===== src/rtl/packet_gen.sv =====
// packet_gen: ingress-side packet generator.
// Metadata words (src, dest, length) are queued in a small FIFO and each
// entry is serialized into a switch-format packet: length+DMAC, timestamp,
// SMAC, then all-ones payload. A valid/ready handshake applies backpressure.
module packet_gen #(
    parameter int META_DEPTH = 8,
    parameter int META_WIDTH = 32
) (
    input  logic                  clk,
    input  logic                  reset,
    input  logic [META_WIDTH-1:0] meta_in,
    input  logic                  meta_in_en,
    output logic                  meta_full,
    output logic [31:0]           ingress_out,
    output logic                  ingress_out_en,
    input  logic                  ingress_out_ready,
    output logic                  ingress_out_last,
    output logic [15:0]           pkt_sent_cnt
);

    localparam int PTR_W = (META_DEPTH > 1) ? $clog2(META_DEPTH) : 1;
    localparam int CNT_W = PTR_W + 1;

    localparam logic [0:0] ST_IDLE = 1'b0;
    localparam logic [0:0] ST_SEND = 1'b1;

    // Word w of a packet; idx counts 32-bit words from the start of the packet.
    function automatic logic [31:0] pkt_word(
        input logic [8:0]  idx,
        input logic [5:0]  blocks,
        input logic [1:0]  src,
        input logic [1:0]  dest,
        input logic [31:0] ts
    );
        logic [15:0] len_bytes;
        logic [31:0] word;
        len_bytes = {4'b0000, ({1'b0, blocks} + 7'd1), 5'b00000};
        case (idx)
            9'd0:    word = {len_bytes, 16'h0200};
            9'd1:    word = {30'h0000_0000, dest};
            9'd2:    word = ts;
            9'd3:    word = 32'h0000_0000;
            9'd4:    word = 32'h0200_0000;
            9'd5:    word = {14'h0000, src, 16'h0000};
            default: word = 32'hFFFF_FFFF;
        endcase
        return word;
    endfunction

    // FIFO storage keeps only the meaningful low 12 metadata bits
    logic [11:0]      mem_r [META_DEPTH];
    logic [PTR_W-1:0] wr_ptr_r;
    logic [PTR_W-1:0] rd_ptr_r;
    logic [CNT_W-1:0] count_r;
    logic [CNT_W-1:0] count_nxt_s;
    logic             full_r;
    logic             empty_s;
    logic             wr_s;
    logic             pop_s;
    logic             xfer_s;
    logic             end_pkt_s;
    logic [11:0]      head_s;

    // Packet serializer state
    logic [0:0]  state_r;
    logic [5:0]  blocks_r;
    logic [1:0]  src_r;
    logic [1:0]  dest_r;
    logic [31:0] ts_r;
    logic [8:0]  idx_r;
    logic [31:0] word_r;
    logic        en_r;
    logic        last_r;
    logic [15:0] cnt_r;
    logic [31:0] now_r;

    // Next-word selection: a pop starts a fresh packet, otherwise advance
    logic [5:0]  sel_blocks_s;
    logic [1:0]  sel_src_s;
    logic [1:0]  sel_dest_s;
    logic [31:0] sel_ts_s;
    logic [8:0]  idx_nxt_s;
    logic [31:0] word_nxt_s;
    logic        last_nxt_s;

    // Metadata bits above [11:0] carry no meaning for this block
    logic        meta_unused_s;
    assign meta_unused_s = ^meta_in[META_WIDTH-1:12];

    assign head_s    = mem_r[rd_ptr_r];
    assign empty_s   = (count_r == CNT_W'(0));
    assign wr_s      = meta_in_en && !full_r;
    assign xfer_s    = en_r && ingress_out_ready;
    assign end_pkt_s = xfer_s && last_r;
    assign pop_s     = !empty_s && ((state_r == ST_IDLE) || end_pkt_s);

    // Occupancy update; a simultaneous push and pop leaves the count unchanged
    always_comb begin
        count_nxt_s = count_r;
        case ({wr_s, pop_s})
            2'b10:   count_nxt_s = count_r + CNT_W'(1);
            2'b01:   count_nxt_s = count_r - CNT_W'(1);
            default: count_nxt_s = count_r;
        endcase
    end

    // Select the packet fields and word index for the word presented next
    always_comb begin
        sel_blocks_s = blocks_r;
        sel_src_s    = src_r;
        sel_dest_s   = dest_r;
        sel_ts_s     = ts_r;
        idx_nxt_s    = idx_r + 9'd1;
        if (pop_s) begin
            sel_blocks_s = head_s[5:0];
            sel_src_s    = head_s[11:10];
            sel_dest_s   = head_s[9:8];
            sel_ts_s     = now_r;
            idx_nxt_s    = 9'd0;
        end else begin
            sel_blocks_s = blocks_r;
            sel_src_s    = src_r;
            sel_dest_s   = dest_r;
            sel_ts_s     = ts_r;
            idx_nxt_s    = idx_r + 9'd1;
        end
        word_nxt_s = pkt_word(idx_nxt_s, sel_blocks_s, sel_src_s, sel_dest_s, sel_ts_s);
        last_nxt_s = (idx_nxt_s == {sel_blocks_s, 3'b111});
    end

    // Metadata FIFO: storage, wrapping pointers, count and registered full flag
    always_ff @(posedge clk or negedge reset) begin
        if (!reset) begin
            for (int i = 0; i < META_DEPTH; i++) begin
                mem_r[i] <= 12'h000;
            end
            wr_ptr_r <= PTR_W'(0);
            rd_ptr_r <= PTR_W'(0);
            count_r  <= CNT_W'(0);
            full_r   <= 1'b0;
        end else begin
            if (wr_s) begin
                mem_r[wr_ptr_r] <= meta_in[11:0];
                wr_ptr_r        <= wr_ptr_r + PTR_W'(1);
            end
            if (pop_s) begin
                rd_ptr_r <= rd_ptr_r + PTR_W'(1);
            end
            count_r <= count_nxt_s;
            full_r  <= (count_nxt_s == CNT_W'(META_DEPTH));
        end
    end

    // Serializer FSM: load a packet on pop, advance on transfer, idle when drained
    always_ff @(posedge clk or negedge reset) begin
        if (!reset) begin
            state_r  <= ST_IDLE;
            blocks_r <= 6'd0;
            src_r    <= 2'd0;
            dest_r   <= 2'd0;
            ts_r     <= 32'h0000_0000;
            idx_r    <= 9'd0;
            word_r   <= 32'h0000_0000;
            en_r     <= 1'b0;
            last_r   <= 1'b0;
        end else if (pop_s) begin
            state_r  <= ST_SEND;
            blocks_r <= sel_blocks_s;
            src_r    <= sel_src_s;
            dest_r   <= sel_dest_s;
            ts_r     <= sel_ts_s;
            idx_r    <= idx_nxt_s;
            word_r   <= word_nxt_s;
            en_r     <= 1'b1;
            last_r   <= last_nxt_s;
        end else if (end_pkt_s) begin
            state_r <= ST_IDLE;
            idx_r   <= 9'd0;
            word_r  <= 32'h0000_0000;
            en_r    <= 1'b0;
            last_r  <= 1'b0;
        end else if (xfer_s) begin
            idx_r  <= idx_nxt_s;
            word_r <= word_nxt_s;
            last_r <= last_nxt_s;
        end else begin
            state_r <= state_r;
            idx_r   <= idx_r;
            word_r  <= word_r;
            en_r    <= en_r;
            last_r  <= last_r;
        end
    end

    // Count fully transferred packets; wraps naturally at 16 bits
    always_ff @(posedge clk or negedge reset) begin
        if (!reset) begin
            cnt_r <= 16'h0000;
        end else if (end_pkt_s) begin
            cnt_r <= cnt_r + 16'h0001;
        end else begin
            cnt_r <= cnt_r;
        end
    end

    // Free-running timestamp source
    always_ff @(posedge clk or negedge reset) begin
        if (!reset) begin
            now_r <= 32'h0000_0000;
        end else begin
            now_r <= now_r + 32'h0000_0001;
        end
    end

    assign meta_full        = full_r;
    assign ingress_out      = word_r;
    assign ingress_out_en   = en_r;
    assign ingress_out_last = last_r;
    assign pkt_sent_cnt     = cnt_r;

endmodule


===== config.mk =====
export PLATFORM = sky130hd
export DESIGN_NAME = packet_gen
export DESIGN_NICKNAME = d
export VERILOG_FILES = /design/src/rtl/packet_gen.sv
export SDC_FILE = /design/constraint.sdc
export NUM_CORES = 1
export LEC_CHECK = 0
export ABC_AREA = 1
export CELL_PAD_IN_SITES_DETAIL_PLACEMENT = 1
export CELL_PAD_IN_SITES_GLOBAL_PLACEMENT = 2
export CORE_MARGIN = 3
export CORE_UTILIZATION = 35
export DETAILED_ROUTE_END_ITERATION = 6
export GPL_TIMING_DRIVEN = 0
export PLACE_DENSITY_LB_ADDON = 0.1
export SYNTH_ARGS = -nofsm -noshare
export SYNTH_HDL_FRONTEND = slang
export SYNTH_SLANG_ARGS = --single-unit

===== constraint.sdc =====
create_clock -name clk -period 2.6 [get_ports clk]
set_input_delay 0.26 -clock clk [delete_from_list [all_inputs] [get_ports clk]]
set_output_delay 0.26 -clock clk [all_outputs]
set_load 0.03 [all_outputs]

# [Yosys cells after proc, flatten, opt, wreduce, memory -nomap -nowiden]
# Cells that the tools add are included.
[word_totals] reg_bits=240 out_inout_bits=51 word_cells=81
[op_classes] addsub=8 order_cmp=3 eq_ne=9 mux=24 bitwise_logic=3 reduce_logical=12
[op_table] op="32-bit case mux with 6 select lines" count=1
[op_table] op="32-bit two-way mux" count=4
[op_table] op="96-bit bitwise mux" count=1
[op_table] op="12-bit binary-select mux with 3-bit select" count=1
[op_table] op="12-bit demux with 3-bit select" count=1
[op_table] op="12-bit two-way mux" count=3
[op_table] op="9-bit two-way mux" count=4
[op_table] op="32-bit by 1-bit adder with 32-bit output (second input constant)" count=1
[op_table] op="9-bit by 2-bit == test with 1-bit output (second input constant)" count=2
[op_table] op="9-bit by 3-bit == test with 1-bit output (second input constant)" count=2
[op_table] op="16-bit by 1-bit adder with 16-bit output (second input constant)" count=1
[op_table] op="9-bit by 1-bit adder with 9-bit output (second input constant)" count=1
[op_table] op="9-bit by 1-bit == test with 1-bit output (second input constant)" count=1
[op_table] op="9-bit == test" count=1
[op_table] op="9-bit zero test" count=1
[op_table] op="4-bit greater-or-equal comparator (second input constant)" count=2
[op_table] op="3-bit inverter with 4-bit output" count=2
[op_table] op="4-bit case mux with 2 select lines" count=1
[op_table] op="6-bit by 1-bit adder with 7-bit output (second input constant)" count=1
[op_table] op="3-bit by 1-bit adder with 3-bit output (second input constant)" count=2
[op_table] op="6-bit two-way mux" count=1
[op_table] op="1-bit logical AND" count=5
[op_table] op="1-bit two-way mux" count=5
[op_table] op="4-bit by 1-bit adder with 4-bit output (second input constant)" count=1
[op_table] op="other kinds (12)" count=14

# [Logic depth before layout (Yosys ltp)]
[depth] depth_word=10 ltp_mapped=16 mapped_depth_nobuf=16

# [Worst setup path after synthesis]
# Ideal clock, no wire load.
[synth_path] path_kind="reg-to-reg" start="register en_r, in the netlist ingress_out_en" end="register count_r[3]" t_arrival_ns=2.491 t_required_ns=2.476 setup_slack_ns=-0.015 path_stages_with_launch=14 synth_period_minus_slack_ns=2.615 path_cell_list="dfrtp_1 -> nand3_4 -> nand2_1 -> nand2_2 -> buf_6 -> buf_6 -> nor2_1 -> ha_1 -> and3_1 -> a211oi_1 -> nand2_1 -> o21ai_0 -> xor2_1 -> inv_1"
[synth_via] elab_chain_cells=6 word_cells_on_any_way=8 cone_classes="eq/ne: 2; mux: 1; bitwise: 1; reduce/logical: 4"
[synth_lines] item="start, declared" line_no="72" rtl="logic en_r;"
[synth_lines] item="start signal, assigned" line_no="190" rtl="en_r <= en_r;"
[synth_lines] item="1-bit logical AND" line_no="93" rtl="assign xfer_s = en_r && ingress_out_ready;"
[synth_lines] item="1-bit logical AND" line_no="94" rtl="assign end_pkt_s = xfer_s && last_r;"
[synth_lines] item="1-bit logical OR (*)" line_no="95" rtl="assign pop_s = !empty_s && ((state_r == ST_IDLE) || end_pkt_s);"
[synth_lines] item="1-bit logical AND (*)" line_no="95"
[synth_lines] item="2-bit by 1-bit == test with 1-bit output / 2-bit == test (equally long branches)" line_no="100" rtl="case ({wr_s, pop_s})"
[synth_lines] item="4-bit case mux with 2 select lines (*)" line_no="100"
[synth_lines] item="via count_nxt_s[3]" line_no="55" rtl="logic [CNT_W-1:0] count_nxt_s;"
[synth_lines] item="end signal, assigned" line_no="149" rtl="count_r <= count_nxt_s;"
[synth_lines] item="end, declared" line_no="54" rtl="logic [CNT_W-1:0] count_r;"
# The timed path passes the listed nets; every way through them passes the cells marked *.
# A chain may end at the register's enable or synchronous reset.

# [Worst setup path after layout]
[layout_path] start="register last_r, in the netlist ingress_out_last" end="register full_r, in the netlist meta_full"
[layout_via] elab_chain_cells=6 word_cells_on_any_way=7 cone_classes="eq/ne: 3; mux: 1; reduce/logical: 3"
[layout_lines] item="start, declared" line_no="73" rtl="logic last_r;"
[layout_lines] item="start signal, assigned" line_no="175" rtl="last_r <= last_nxt_s;"
[layout_lines] item="start signal, assigned" line_no="185" rtl="last_r <= last_nxt_s;"
[layout_lines] item="start signal, assigned" line_no="191" rtl="last_r <= last_r;"
[layout_lines] item="1-bit logical AND (*)" line_no="94"
[layout_lines] item="1-bit logical OR (*)" line_no="95"
[layout_lines] item="1-bit logical AND (*)" line_no="95"
[layout_lines] item="2-bit by 1-bit == test with 1-bit output / 2-bit == test (equally long branches)" line_no="100"
[layout_lines] item="4-bit case mux with 2 select lines (*)" line_no="100"
[layout_lines] item="4-bit == test (*)" line_no="150" rtl="full_r <= (count_nxt_s == CNT_W'(META_DEPTH));"
[layout_lines] item="end signal, assigned" line_no="150"
[layout_lines] item="end, declared" line_no="56" rtl="logic full_r;"
# Every way passes the cells marked *; elsewhere a longest branch is shown, timed or not.

==> impl_metrics.toml <==
[outcome]
outcome = "finished, final reports clean"

[worst_setup_path]
required_ps = 3020
arrival_ps = 2860
crit_type = "flop to flop"
crit_fanout = 10
endpoint_kind = "flop"
critPathLaunchType = "flop"

[cts]
cts-root-buf = "clkbuf_16"
numCtsBuffers = 28
cts.sinks = 224
cts.htree.levels = 1
clkTransAtPathRegs_ps = 60
clockBufferDepth = 3
insertion_delay_ps = 550
cts_tree = "built"

[place]
io_buffers = 64
place_congestion = 0.797
dpl.hpwl_um = 21100
dp_cells = 1695

[routing]
ant_nets = 0
num_vias = 8512
drc = 0
route.detailed.wl_per_inst_um = 16.9
drt-total-wl_um = 29500
viasPerCell = 4.88
firstDrtPassIters = 5
drt_iter0_drc = 362

[sta]
fmax_ghz = 0.410
slew_viol_final = 0
worst_clock_skew_ps = 16.6
rsz0062_at_grt = "yes"
fin_crit_ps = 2440
setup_tns_ps = 0
finalHoldViolCount = 0
finalCritPeriodShare_pct = 93.9
slew-limit-headroom_pct = 53.2
worst_slew_pin_slew_ps = 701
setup_viol = 0

[power_and_ir_drop]
p_leak_nw = 6.09
vdd_drop_max_mv = 0.499
p_per_area_nw_per_um2 = 992

[cells_and_area]
drive_above_1_share_pct = 8.45
layout.nets = 1391
fill_cells = 3425
layout.cells.non_filler = 1745
flow.area_growth_from_synthesis_pct = 20.7
n_antenna_cell = 0

[synthesis]
synth_fp_nets = 1290
syn_area_um2 = 10400
ys_seq_elements = 224
seq_area_frac_synth_pct = 53.7
synth.distinct_cells = 42
syn-instance-count = 1245
avgSynthCellArea_um2 = 8.39
yosysWarnings = 0

[global_route]
first_global_vias = 9037
grt_max_degree = 103
globalRouteOverflowTotal = 0
grt_pass1_wl_um = 48900
grt.total_usage_pct = 19.2
grt_antenna_before_repair = 0

[floorplanning]
fp-row-count = 62
dieArea_um2 = 31900
die_y_um = 179
io_pins = 87
core-area_um2 = 29100
start_util_pct = 35.9
fp.dieW_um = 179

[run]
cap_violations = 0

[min_path]
hold_path_class = "input pin to async pin"
## state kept, by name, summed over array words and instances, names as in the netlist, 3 cells and up
register	flops
ingress_out	32
now_r	32
mem_r	80
pkt_sent_cnt	16
rd_ptr_r	3
wr_ptr_r	3
idx_r	9
blocks_r	6
ts_r	32
count_r	4
## where the power goes
part | total [mW] | switching [mW] | internal (mW)
sequential | 4.95 | 0.527 | 4.43
clock | 3.60 | 1.49 | 2.11
combinational | 3.95 | 2.51 | 1.44
total | 12.5 | 4.53 | 7.97
## path summary, 6_finish.rpt
check	start	to	slack, ps	depth (start not counted)
hold reg to reg	now_r[29]	now_r[29]	470	1
setup reg to reg	ingress_out_last	meta_full	160	13
max in group asynchronous	reset	ingress_out[17]	1150	4
min in group clk	meta_in[5]	mem_r[53]	360	3
hold / removal	reset	mem_r[40]	220	2
setup / recovery	ingress_out_last	meta_full	160	13
## cell type report
type | instances | area, um^2 | share of cell area, %
clock buffers | 39 | 792 | 6.28
plain buffers | 52 | 284 | 2.25
multi-input cells | 862 | 4230 | 33.6
clock inverters | 6 | 58.8 | 0.467
well taps | 384 | 480 | 3.81
flip-flops and latches | 224 | 5610 | 44.5
repair buffers | 71 | 741 | 5.88
inverters | 107 | 403 | 3.20
## synthesized netlist by cell type, drive strengths merged
library cell | n | area share [%]
clkbuf | 28 | 1.0
inv | 105 | 3.8
a21oi | 21 | 1.0
o211ai | 15 | 1.1
nand4 | 13 | 0.78
and2 | 1 | 0.060
nor3b | 2 | 0.19
nand2 | 440 | 16
nor4 | 3 | 0.24
o21ai | 116 | 5.6
o22ai | 5 | 0.30
dfrtp | 224 | 54
nor3 | 16 | 0.91
ha | 8 | 0.96
xor2 | 47 | 3.9
or3b | 1 | 0.084
a21boi | 1 | 0.072
fa | 1 | 0.19
buf | 24 | 1.5
nand3 | 86 | 4.5
clkinv | 2 | 0.072
nand3b | 3 | 0.22
xnor2 | 7 | 0.59
a211oi | 1 | 0.072
or2 | 2 | 0.12
and3 | 2 | 0.12
o221ai | 2 | 0.17
nor2 | 69 | 2.8
## per-stage QoR
step / power [mW] / setup WS, ps / utilization [%] / area, um^2 / hold WS [ps]
floorplan: 7.48 / 6.39 / - / 10400 / -35.6
global route: 13.5 / -50.4 / 43.3 / 12600 / 254
CTS: 12.7 / 10.1 / 43.0 / 12500 / 224
global placement: 8.91 / -9860 / 39.8 / 11600 / 459
finish: 12.5 / 158 / 43.3 / 12600 / 222
detailed placement: 8.99 / -563 / 40.0 / 11600 / 211
## worst max-delay path: stages (launching register included)
cell	delay, ps
dfrtp_2	410
nand3_4	140
nand2_2	100
nand2_2	70
buf_8	150
buf_8	140
nor2_4	160
ha_4	230
and3_1	190
a211oi_2	250
nand2_1	70
o21ai_0	100
xor2_1	240
nor4_2	60
## layer usage
layer	part of all wire [%]	GRT usage (%)
met1	49	28.0
met2	47	31.0
met3	2.6	2.24
met4	1.5	3.47
met5	0	0
## kinds of logic (layout without fill, tap and decap cells)
| group | after synthesis | in the layout | share of synthesized area (%) |
|---|---|---|---|
| compound gates | 161 | 161 | 8.26 |
| xor+xnor | 54 | 54 | 4.53 |
| fa+ha+maj | 9 | 9 | 1.15 |
| buf+inv | 159 | 275 | 6.37 |
| flops | 224 | 224 | 53.7 |
| simple gates | 638 | 638 | 26.0 |
## placed cells by master (no fill, tap or decap), types with 7 or more instances in the layout
cell | Yosys | routed
xor2_1 | 47 | 46
xnor2_1 | 7 | 7
clkbuf_1 | 28 | 32
dfrtp_1 | 224 | 218
clkbuf_16 | 0 | 28
nand2_2 | 8 | 9
nand4_1 | 13 | 13
o21ai_0 | 115 | 115
nor3_1 | 13 | 13
nand2_1 | 432 | 430
a21oi_1 | 21 | 20
nor2_1 | 65 | 63
inv_1 | 103 | 102
buf_2 | 13 | 9
ha_1 | 8 | 7
buf_4 | 4 | 8
nand3_1 | 80 | 79
clkdlybuf4s50_1 | 0 | 63
o211ai_1 | 15 | 15
## timing repair
| action | in CTS | in global routing |
|---|---|---|
| pin swaps | 1 | 4 |
| hold buffers | 1 | 0 |
| endpoints found under the hold margin | 51 | 0 |
| setup endpoints to repair | 10 | 45 |
| buffers inserted | 0 | 4 |
| gates resized for setup | 5 | 24 |
Note: power is estimated with default switching activity, not from simulation.
